<file path="config.mk">
export PLATFORM = sky130hd
export DESIGN_NAME = branch_redirect
export DESIGN_NICKNAME = d
export VERILOG_FILES = /design/src/rtl/branch_redirect.sv
export SDC_FILE = /design/constraint.sdc
export NUM_CORES = 1
export LEC_CHECK = 0
export ABC_AREA = 1
export BUFFER_PORTS_ARGS = -buffer_cell sky130_fd_sc_hd__buf_2
export CORE_MARGIN = 2
export CORE_UTILIZATION = 58
export CTS_CLUSTER_SIZE = 16
export DETAILED_ROUTE_END_ITERATION = 12
export PLACE_DENSITY_LB_ADDON = 0.15
export SYNTH_ARGS = -nofsm -noshare
export SYNTH_HDL_FRONTEND = slang
export SYNTH_SLANG_ARGS = --single-unit
</file>
<file path="constraint.sdc">
create_clock -name clk -period 5.98 [get_ports clk]
set_clock_uncertainty 0.1 [all_clocks]
set_input_delay 0.598 -clock clk [delete_from_list [all_inputs] [get_ports clk]]
set_output_delay 0.598 -clock clk [all_outputs]
set_load 0.005 [all_outputs]
</file>
<file path="src/rtl/branch_redirect.sv">
// rtl/branch_redirect.sv - IF/ID register with branch/jump resolution, fetch redirect and wrong-path squash
module branch_redirect #(
  parameter int FLUSH_DEPTH = 2
) (
  input  logic        clk,
  input  logic        rst,
  input  logic [31:0] if_instruction,
  input  logic [31:0] if_pc,
  input  logic        if_halt,
  input  logic [31:0] rs1_data,
  input  logic [31:0] rs2_data,
  output logic        npc_control,
  output logic [31:0] branch_pc,
  output logic [31:0] id_instruction,
  output logic [31:0] id_pc,
  output logic        id_valid,
  output logic        halted
);

  typedef enum logic [1:0] {RUN, SQUASH, HALT} state_t;

  localparam logic [31:0] NOP       = 32'h0000_0013;
  localparam logic [6:0]  OP_BRANCH = 7'b1100011;
  localparam logic [6:0]  OP_JAL    = 7'b1101111;
  localparam logic [6:0]  OP_JALR   = 7'b1100111;
  localparam logic [2:0]  FLUSH_CNT = 3'(FLUSH_DEPTH);

  state_t      state, state_nxt;
  logic [2:0]  cnt, cnt_nxt;
  logic        npc_nxt, idv_nxt, halted_nxt;
  logic [31:0] bpc_nxt, idi_nxt, idpc_nxt;

  logic [6:0]  opcode;
  logic [2:0]  funct3;
  logic [31:0] imm_b, imm_j, imm_i, target;
  logic        taken, eval, redirect, misalign;

  assign opcode = id_instruction[6:0];
  assign funct3 = id_instruction[14:12];
  assign imm_b  = {{20{id_instruction[31]}}, id_instruction[7], id_instruction[30:25],
                   id_instruction[11:8], 1'b0};
  assign imm_j  = {{12{id_instruction[31]}}, id_instruction[19:12], id_instruction[20],
                   id_instruction[30:21], 1'b0};
  assign imm_i  = {{20{id_instruction[31]}}, id_instruction[31:20]};

  always_comb begin
    taken  = 1'b0;
    target = '0;
    case (opcode)
      OP_BRANCH: begin
        target = id_pc + imm_b;
        case (funct3)
          3'b000:  taken = (rs1_data == rs2_data);
          3'b001:  taken = (rs1_data != rs2_data);
          3'b100:  taken = ($signed(rs1_data) <  $signed(rs2_data));
          3'b101:  taken = ($signed(rs1_data) >= $signed(rs2_data));
          3'b110:  taken = (rs1_data <  rs2_data);
          3'b111:  taken = (rs1_data >= rs2_data);
          default: taken = 1'b0;
        endcase
      end
      OP_JAL: begin
        taken  = 1'b1;
        target = id_pc + imm_j;
      end
      OP_JALR: begin
        taken  = 1'b1;
        target = (rs1_data + imm_i) & ~32'd1;
      end
      default: taken = 1'b0;
    endcase
  end

  // Only a correct-path instruction in RUN may steer fetch; a word-misaligned target halts instead
  assign eval     = (state == RUN) && id_valid;
  assign redirect = eval && taken && !target[1];
  assign misalign = eval && taken &&  target[1];

  always_comb begin
    state_nxt  = state;
    cnt_nxt    = cnt;
    npc_nxt    = 1'b0;
    bpc_nxt    = branch_pc;
    idi_nxt    = if_instruction;
    idpc_nxt   = if_pc;
    idv_nxt    = 1'b0;
    halted_nxt = halted;
    case (state)
      RUN: begin
        if (redirect) begin
          npc_nxt   = 1'b1;
          bpc_nxt   = target;
          cnt_nxt   = FLUSH_CNT;
          state_nxt = SQUASH;
        end else if (misalign || if_halt) begin
          halted_nxt = 1'b1;
          state_nxt  = HALT;
        end else begin
          idv_nxt = 1'b1;
        end
      end
      SQUASH: begin
        cnt_nxt = cnt - 3'd1;
        if (cnt <= 3'd1) begin
          cnt_nxt   = '0;
          state_nxt = RUN;
          idv_nxt   = 1'b1;
        end
      end
      HALT: begin
        idi_nxt  = id_instruction;
        idpc_nxt = id_pc;
      end
      default: state_nxt = RUN;
    endcase
  end

  always_ff @(posedge clk) begin
    if (!rst) begin
      state          <= RUN;
      cnt            <= '0;
      npc_control    <= 1'b0;
      branch_pc      <= '0;
      id_instruction <= NOP;
      id_pc          <= '0;
      id_valid       <= 1'b0;
      halted         <= 1'b0;
    end else begin
      state          <= state_nxt;
      cnt            <= cnt_nxt;
      npc_control    <= npc_nxt;
      branch_pc      <= bpc_nxt;
      id_instruction <= idi_nxt;
      id_pc          <= idpc_nxt;
      id_valid       <= idv_nxt;
      halted         <= halted_nxt;
    end
  end

endmodule
</file>
==> summary.txt, run 1 <==
Max Transition Viols Final: 0
Area of the multi-input gates: 5650 um^2
Die height: 125 um
Share of post-route cells with drive strength above 1: 17.7%
Max rail drop VDD: 0.219 mV
Post-CTS Setup Bufs: 0
Core area: 14400 um^2
Hold slack: 0.327 ns
CP peak stage delay: 0.38 ns
Tcrit/Tclk final: 68.1%
Post-Syn Area: 8430 um^2
Placer Congestion: 0.953
Post-DP HPWL: 20800 um
Crit path kind: flip-flop to flip-flop
Detailed-router iteration count before antenna repair: 6
Seq cells post-synth: 104
CTS clock-pin slew for the worst setup and hold paths: 0.08 ns
Synth Flop Type: dfxtp_1
Setup WS post-layout: 1.91 ns
Post-synth top cells: 268 x nand2_1, 192 x nor2_1, 152 x o21ai_0, 144 x inv_1, 143 x a21oi_1
CTS H-tree depth: 3
Met1 usage: 42.8%
Crit path time final: 4.07 ns
Largest net degree at the start of global routing: 79
Total die area: 15500 um^2
Synth top area cells: dfxtp_1 25%, ha_1 14%, nand2_1 12%, o21ai_0 9.0%, nor2_1 8.6%
Crit-path max FO: 15
Register area: 2080 um^2
First-pass GRT wire length: 42000 um
Final wirelength: 26100 um
Final non-filler cell total: 1725
Initial antenna violation count: 0
Mean Syn Cell Area: 6.34 um^2
# fillers: 1334
Syn. warnings: 0
Largest area contributor in the netlist: dfxtp_1
GR peak layer: met2
CTS resizes: 0
Port buffer count: 229
Via-per-instance ratio: 5.49
Post-Synth Simple-Gate Area: 28.2%
EDFF count, synth: 0
# hold bufs at CTS: 0
Placed cells: 1709
# diodes: 0
Top cell type's share of synthesized area: 24.7%
Area grow syn2layout: 18.2%
Max cap viols: 0
Async S/R FF share, synth: 0%
CP Launch Type: flip-flop
Met3 usage: 4.60%
Die Wd: 125 um
Slew @ Worst Pin: 1.07 ns
Clock Sinks: 104
Most common cell in the netlist: nand2_1
Highest clock rate: 246 MHz
Layout Nets: 1763
PwrDens: 200 nW/um^2
Grt met2 use: 55.9%
Synth cell types: 41
Max clock buf depth: 2
Synth Area in Adders: 14.4%
CTS buffer count: 9
Post-Route Utilization: 69.3%
RSZ-0062 raised after global routing: no
Dpl ws: 2.02 ns
Skew-Pair Late Insertion Delay: 0.36 ns
DRC errors left: 0
DR vias: 9469
Top-level I/O count: 230
CP most frequent cell: nand2_1
Mapped Cells: 1328
Post-synthesis mux area share: 0%
Hold Vio Cnt, Final: 0
Main combinational cell family by area after synthesis: simple AND/OR/NAND/NOR gates
Vias in the first global route: 8683
Crit end category: flip-flop
GRT Util Overall: 32.9%
# setup viols final: 0
Xor/xnor cell area share of the yosys netlist: 1.35%
Floorplan row count: 44
Complex-gate fraction of the synthesized area: 22.9%
DR WL/cell: 15.1 um
Status: finished, final reports clean
Worst hold path type: input pin to flip-flop
Initial core utilization: 58.6%
Crit path DAT: 4.23 ns
Worst EP required: 6.14 ns
Post-route ant nets: 0
Synth Net Count: 1555
Register area share after synthesis: 24.7%
CTS tree: built
Max_slew headroom: 28.8%
Root Driver: clkbuf_16
Crit path max-delay cell type: fa_1
Number of DRC markers in iteration 0: 642
Setup TNS: 0 ns
Static Leakage: 5.48 nW
Overflow after GRT: 0
[layout by cell type, fill, tap and decap left out, types with 2 or more instances in the layout]
master / Yosys / layout
xnor2_1: 5 / 5
a21o_1: 21 / 21
dfxtp_1: 104 / 104
buf_4: 0 / 3
o22ai_1: 4 / 4
o21a_1: 5 / 5
nor4_1: 3 / 3
and2_1: 3 / 3
or2_2: 14 / 14
a221oi_1: 6 / 6
xor2_1: 8 / 8
o21ai_1: 9 / 9
nand3_1: 58 / 58
a31oi_1: 5 / 5
nor3_1: 18 / 18
nor2_2: 2 / 2
inv_2: 1 / 2
a21oi_1: 143 / 143
inv_1: 144 / 143
nand2_2: 2 / 2
nand4_1: 10 / 10
buf_2: 3 / 229
o21bai_1: 5 / 5
o31ai_1: 2 / 2
nor2_1: 192 / 191
nand2_1: 268 / 268
clkbuf_16: 0 / 9
nor3b_1: 2 / 2
inv_6: 0 / 4
ha_1: 94 / 94
a21boi_0: 3 / 3
fa_1: 2 / 2
o21ai_0: 152 / 152
[worst max-delay path, delay by kind of cell, from the launching register on]
kind,cells,cell delay (ns)
DFF,1,0.36
buffers and inverters,4,0.44
and+or+nand+nor,18,1.76
AOI/OAI and AO/OA,3,0.75
adders and majority gates,2,0.53
[final timing paths]
check	startpoint	endpoint	slack (ns)	cells after the start
max	id_instruction[6]$_SDFFE_PN0P_	branch_pc[31]$_SDFFE_PN0P_	1.91	27
min	if_instruction[1]	id_instruction[1]$_SDFFE_PN1P_	0.33	3
max reg2reg	id_instruction[6]$_SDFFE_PN0P_	branch_pc[31]$_SDFFE_PN0P_	1.91	27
min reg2reg	branch_pc[25]$_SDFFE_PN0P_	branch_pc[25]$_SDFFE_PN0P_	0.36	2
[stage by stage]
| step | area, um^2 | power (W) |
|---|---|---|
| global route | 9960 | 0.00212 |
| detailed placement | 9670 | 0.00141 |
| CTS | 9960 | 0.00199 |
| finish | 9960 | 0.00199 |
| global placement | 9670 | 0.00141 |
| floorplan | 8430 | 0.00120 |
[state kept, by name (all words and copies together) (netlist names)]
| name | flops |
|---|---|
| cnt | 3 |
| npc_control | 1 |
| branch_pc | 32 |
| id_instruction | 32 |
| halted | 1 |
| id_pc | 32 |
| state | 2 |
| id_valid | 1 |
[area by class of cell]
type                    count  area share [%]
multi-input cells        1043            56.7
well taps                 184            2.31
repair buffers            232            11.7
clock inverters             7           0.603
clock buffers               9            2.26
flip-flops and latches    104            20.9
inverters                 146            5.50
[cells by family (layout without fill, tap and decap cells)]
logic type | Yosys count | count (layout)
compound gates | 359 | 359
flops | 104 | 104
xor+xnor | 13 | 13
fa+ha+maj | 96 | 96
simple gates | 575 | 575
buf+inv | 181 | 394
[power by group]
group / internal, W / switching (W)
logic: 0.000241 / 0.000398
clock network: 0.000292 / 0.000291
registers: 0.000731 / 0.0000419
[routing by layer]
| layer | vias up | part of all wire (%) |
|---|---|---|
| li1 | 4862 | - |
| met2 | 332 | 47 |
| met1 | 4223 | 44 |
| met3 | 52 | 5.7 |
| met5 | - | 0 |
| met4 | 0 | 3.2 |
No activity file was read; power rests on OpenSTA's default activity.
==> inputs of run 2 (changes only) <==
--- a/config.mk
+++ b/config.mk
@@ -5,10 +5,10 @@
 export SDC_FILE = /design/constraint.sdc
 export NUM_CORES = 1
 export LEC_CHECK = 0
-export ABC_AREA = 1
+export ABC_AREA = 0
 export BUFFER_PORTS_ARGS = -buffer_cell sky130_fd_sc_hd__buf_2
 export CORE_MARGIN = 2
-export CORE_UTILIZATION = 58
+export CORE_UTILIZATION = 48
 export CTS_CLUSTER_SIZE = 16
 export DETAILED_ROUTE_END_ITERATION = 12
 export PLACE_DENSITY_LB_ADDON = 0.15
==> constraint.sdc (replaced) <==
create_clock -name clk -period 3.4 [get_ports clk]
set_clock_uncertainty 0.1 [all_clocks]
set_input_delay 0.34 -clock clk [delete_from_list [all_inputs] [get_ports clk]]
set_output_delay 0.34 -clock clk [all_outputs]
set_load 0.005 [all_outputs]
==> run 2 against run 1 <==
The flow now finishes with violations (negative setup slack). Flip-flop and latch count is the same. Design area is 6.6% higher. Register-to-register slack lost 2.1 ns. Fmax grew 15%. Power grew 82%. Worst hold slack got worse by 0.23 ns. First-iteration DRC count fell by 19%. Non-clock buffer count increased by 81. Synthesized cell count fell by 23%. Combinational power is 68% higher. Synthesized area shrank 6.2%. Critical endpoint unchanged. Highest routed layer unchanged.
==> summary.txt, run 2 <==
Final wirelength: 24800 um
Worst EP required: 3.55 ns
Setup WS post-layout: -0.146 ns
Synth top area cells: dfxtp_1 26%, ha_1 15%, nand2_1 8.4%, a21oi_1 7.9%, xnor2_1 3.2%
Crit path DAT: 3.69 ns
Static Leakage: 5.23 nW
Max Transition Viols Final: 0
Die height: 132 um
Max cap viols: 0
Most common cell in the netlist: nand2_1
Port buffer count: 229
Largest regs: branch_pc x32, id_instruction x32, id_pc x32
Routed wl met3: 1310 um
CP most frequent cell: nor2b_4
Max Used Layer: met4
Hold Vio Cnt, Final: 0
Overflow after GRT: 0
Critical-path cell list: nor2b_4 -> and4_4 -> nand3_4 -> mux2_4 -> ha_4 -> inv_2 -> fa_2 -> nor2b_4 -> o31ai_4 -> buf_4 -> a2111oi_4 -> a22o_1 -> a21oi_4 -> a31oi_2 -> xnor2_1 -> o21ai_1 -> o221a_1
Hold slack: 0.0933 ns
Slew @ Worst Pin: 0.803 ns
CTS tree: built
Register area share after synthesis: 26.3%
# setup viols final: 12
Complex-gate fraction of the synthesized area: 27.2%
Initial antenna violation count: 0
Skew-Pair Late Insertion Delay: 0.36 ns
CTS clock-pin slew for the worst setup and hold paths: 0.06 ns
Mapped Cells: 1027
PwrDens: 343 nW/um^2
Synth cell types: 71
Mean Syn Cell Area: 7.69 um^2
Worst hold path type: input pin to flip-flop
Setup TNS: -1.04 ns
WL met2: 12000 um
Total die area: 17500 um^2
DR WL/cell: 16.2 um
Detailed-router iteration count before antenna repair: 7
Crit path max-delay cell type: a2111oi_4
# fillers: 1465
Post-synthesis mux area share: 1.60%
Synth Net Count: 1254
Tcrit/Tclk final: 104%
Highest clock rate: 282 MHz
Most frequent cells in the layout: 229 x buf_2, 175 x nand2_1, 117 x a21oi_1
DRC errors left: 0
Number of DRC markers in iteration 0: 522
Dpl ws: -0.201 ns
Area grow syn2layout: 34.4%
Crit-path max FO: 6
Top-level I/O count: 230
CTS H-tree depth: 3
Crit path time final: 3.55 ns
Power, Total: 0.00364 W
RSZ-0062 raised after global routing: yes
Post-Synth Simple-Gate Area: 19.1%
Async S/R FF share, synth: 0%
Most common cell after layout, fill and taps aside: buf_2
Crit path kind: flip-flop to flip-flop
Post-DP HPWL: 19400 um
First-pass GRT wire length: 40200 um
Clock Sinks: 104
CTS buffer count: 9
Max_slew headroom: 46.4%
Syn. warnings: 0
Floorplan row count: 46
# diodes: 0
Post-route ant nets: 0
Failing checks: negative setup slack
Largest area contributor in the netlist: dfxtp_1
CP delay by family, top: compound AO/OA/AOI/OAI gates
Via-per-instance ratio: 5.56
Layout Nets: 1538
Max clock buf depth: 2
EDFF count, synth: 0
Main combinational cell family by area after synthesis: compound AO/OA/AOI/OAI gates
Xor/xnor cell area share of the yosys netlist: 5.65%
Buf/Inv on CP: 2
Top cell type's share of synthesized area: 26.3%
Post-Syn Area: 7900 um^2
GRT Util Overall: 27.7%
Root Driver: clkbuf_16
Die Wd: 132 um
# hold bufs at CTS: 0
Crit end category: flip-flop
Core area: 16000 um^2
Synth Area in Adders: 15.4%
Largest net degree at the start of global routing: 65
Metal-1 WL: 11300 um
CP peak stage delay: 0.40 ns
Share of post-route cells with drive strength above 1: 30.9%
Initial core utilization: 49.4%
Placer Congestion: 0.943
Post-synth top cells: 177 x nand2_1, 125 x a21oi_1, 104 x dfxtp_1, 94 x ha_1, 61 x nor2_1
DR vias: 8522
Seq cells post-synth: 104
Synth Flop Type: dfxtp_1
CP Launch Type: flip-flop
Max rail drop VDD: 0.313 mV
Vias in the first global route: 8178
Status: finished with violations
## run 2: final timing paths
kind | from | endpoint | slack, ns | cells past startpoint
setup reg to reg | id_instruction[1]$_SDFFE_PN1P_ | branch_pc[31]$_SDFFE_PN0P_ | -0.15 | 17
hold reg to reg | branch_pc[1]$_SDFFE_PN0P_ | branch_pc[1]$_SDFFE_PN0P_ | 0.33 | 2
setup / recovery | id_instruction[1]$_SDFFE_PN1P_ | branch_pc[31]$_SDFFE_PN0P_ | -0.15 | 17
hold / removal | if_instruction[4] | id_instruction[4]$_SDFFE_PN1P_ | 0.09 | 3
## run 2: cell families (layout without fill, tap and decap cells)
| group | Yosys count | in the layout |
|---|---|---|
| flops | 104 | 104 |
| xor+xnor | 51 | 51 |
| fa+ha+maj | 96 | 96 |
| simple gates | 336 | 336 |
| mux | 12 | 12 |
| buf+inv | 95 | 384 |
| compound gates | 333 | 333 |
## run 2: what timing repair did
action	4_1_cts	5_1_grt
resized for setup	32	46
setup buffers	5	9
setup endpoints to repair	17	19
endpoints found under the hold margin	0	0
pin swaps	20	57
## run 2: routing by layer
metal	GRT usage (%)	vias up
met5	0	-
met4	5.14	0
met3	4.69	18
met2	49.0	242
met1	35.9	3989
li1	-	4273
## run 2: stage by stage
stage / area, um^2 / util, % / instances
global placement: 9830 / 61.4 / 1505
finish: 10600 / 66.4 / 1532
global route: 10600 / 66.4 / 1532
floorplan: 7990 / - / 1027
CTS: 10300 / 64.7 / 1526
detailed placement: 9830 / 61.4 / 1505
## run 2: cell type report
| cell class | count | area [um^2] | area share [%] |
|---|---|---|---|
| inverters | 55 | 206 | 1.94 |
| clock buffers | 11 | 253 | 2.38 |
| well taps | 216 | 270 | 2.54 |
| flip-flops and latches | 104 | 2080 | 19.6 |
| clock inverters | 5 | 103 | 0.966 |
| repair buffers | 313 | 1850 | 17.4 |
| multi-input cells | 828 | 5860 | 55.1 |
## run 2: tightest hold or removal path, delay by kind of cell
family	cells	cell delay, ns
buffers and inverters	1	0.08
AND/OR/NAND/NOR	2	0.10
## run 2: where the power goes
group          total, W  switching (W)  leakage (nW)  internal, W
combinational   0.00107       0.000585          4.21     0.000489
clock           0.00123       0.000468         0.172     0.000758
sequential      0.00134      0.0000626         0.852      0.00128
total           0.00364        0.00112          5.23      0.00252
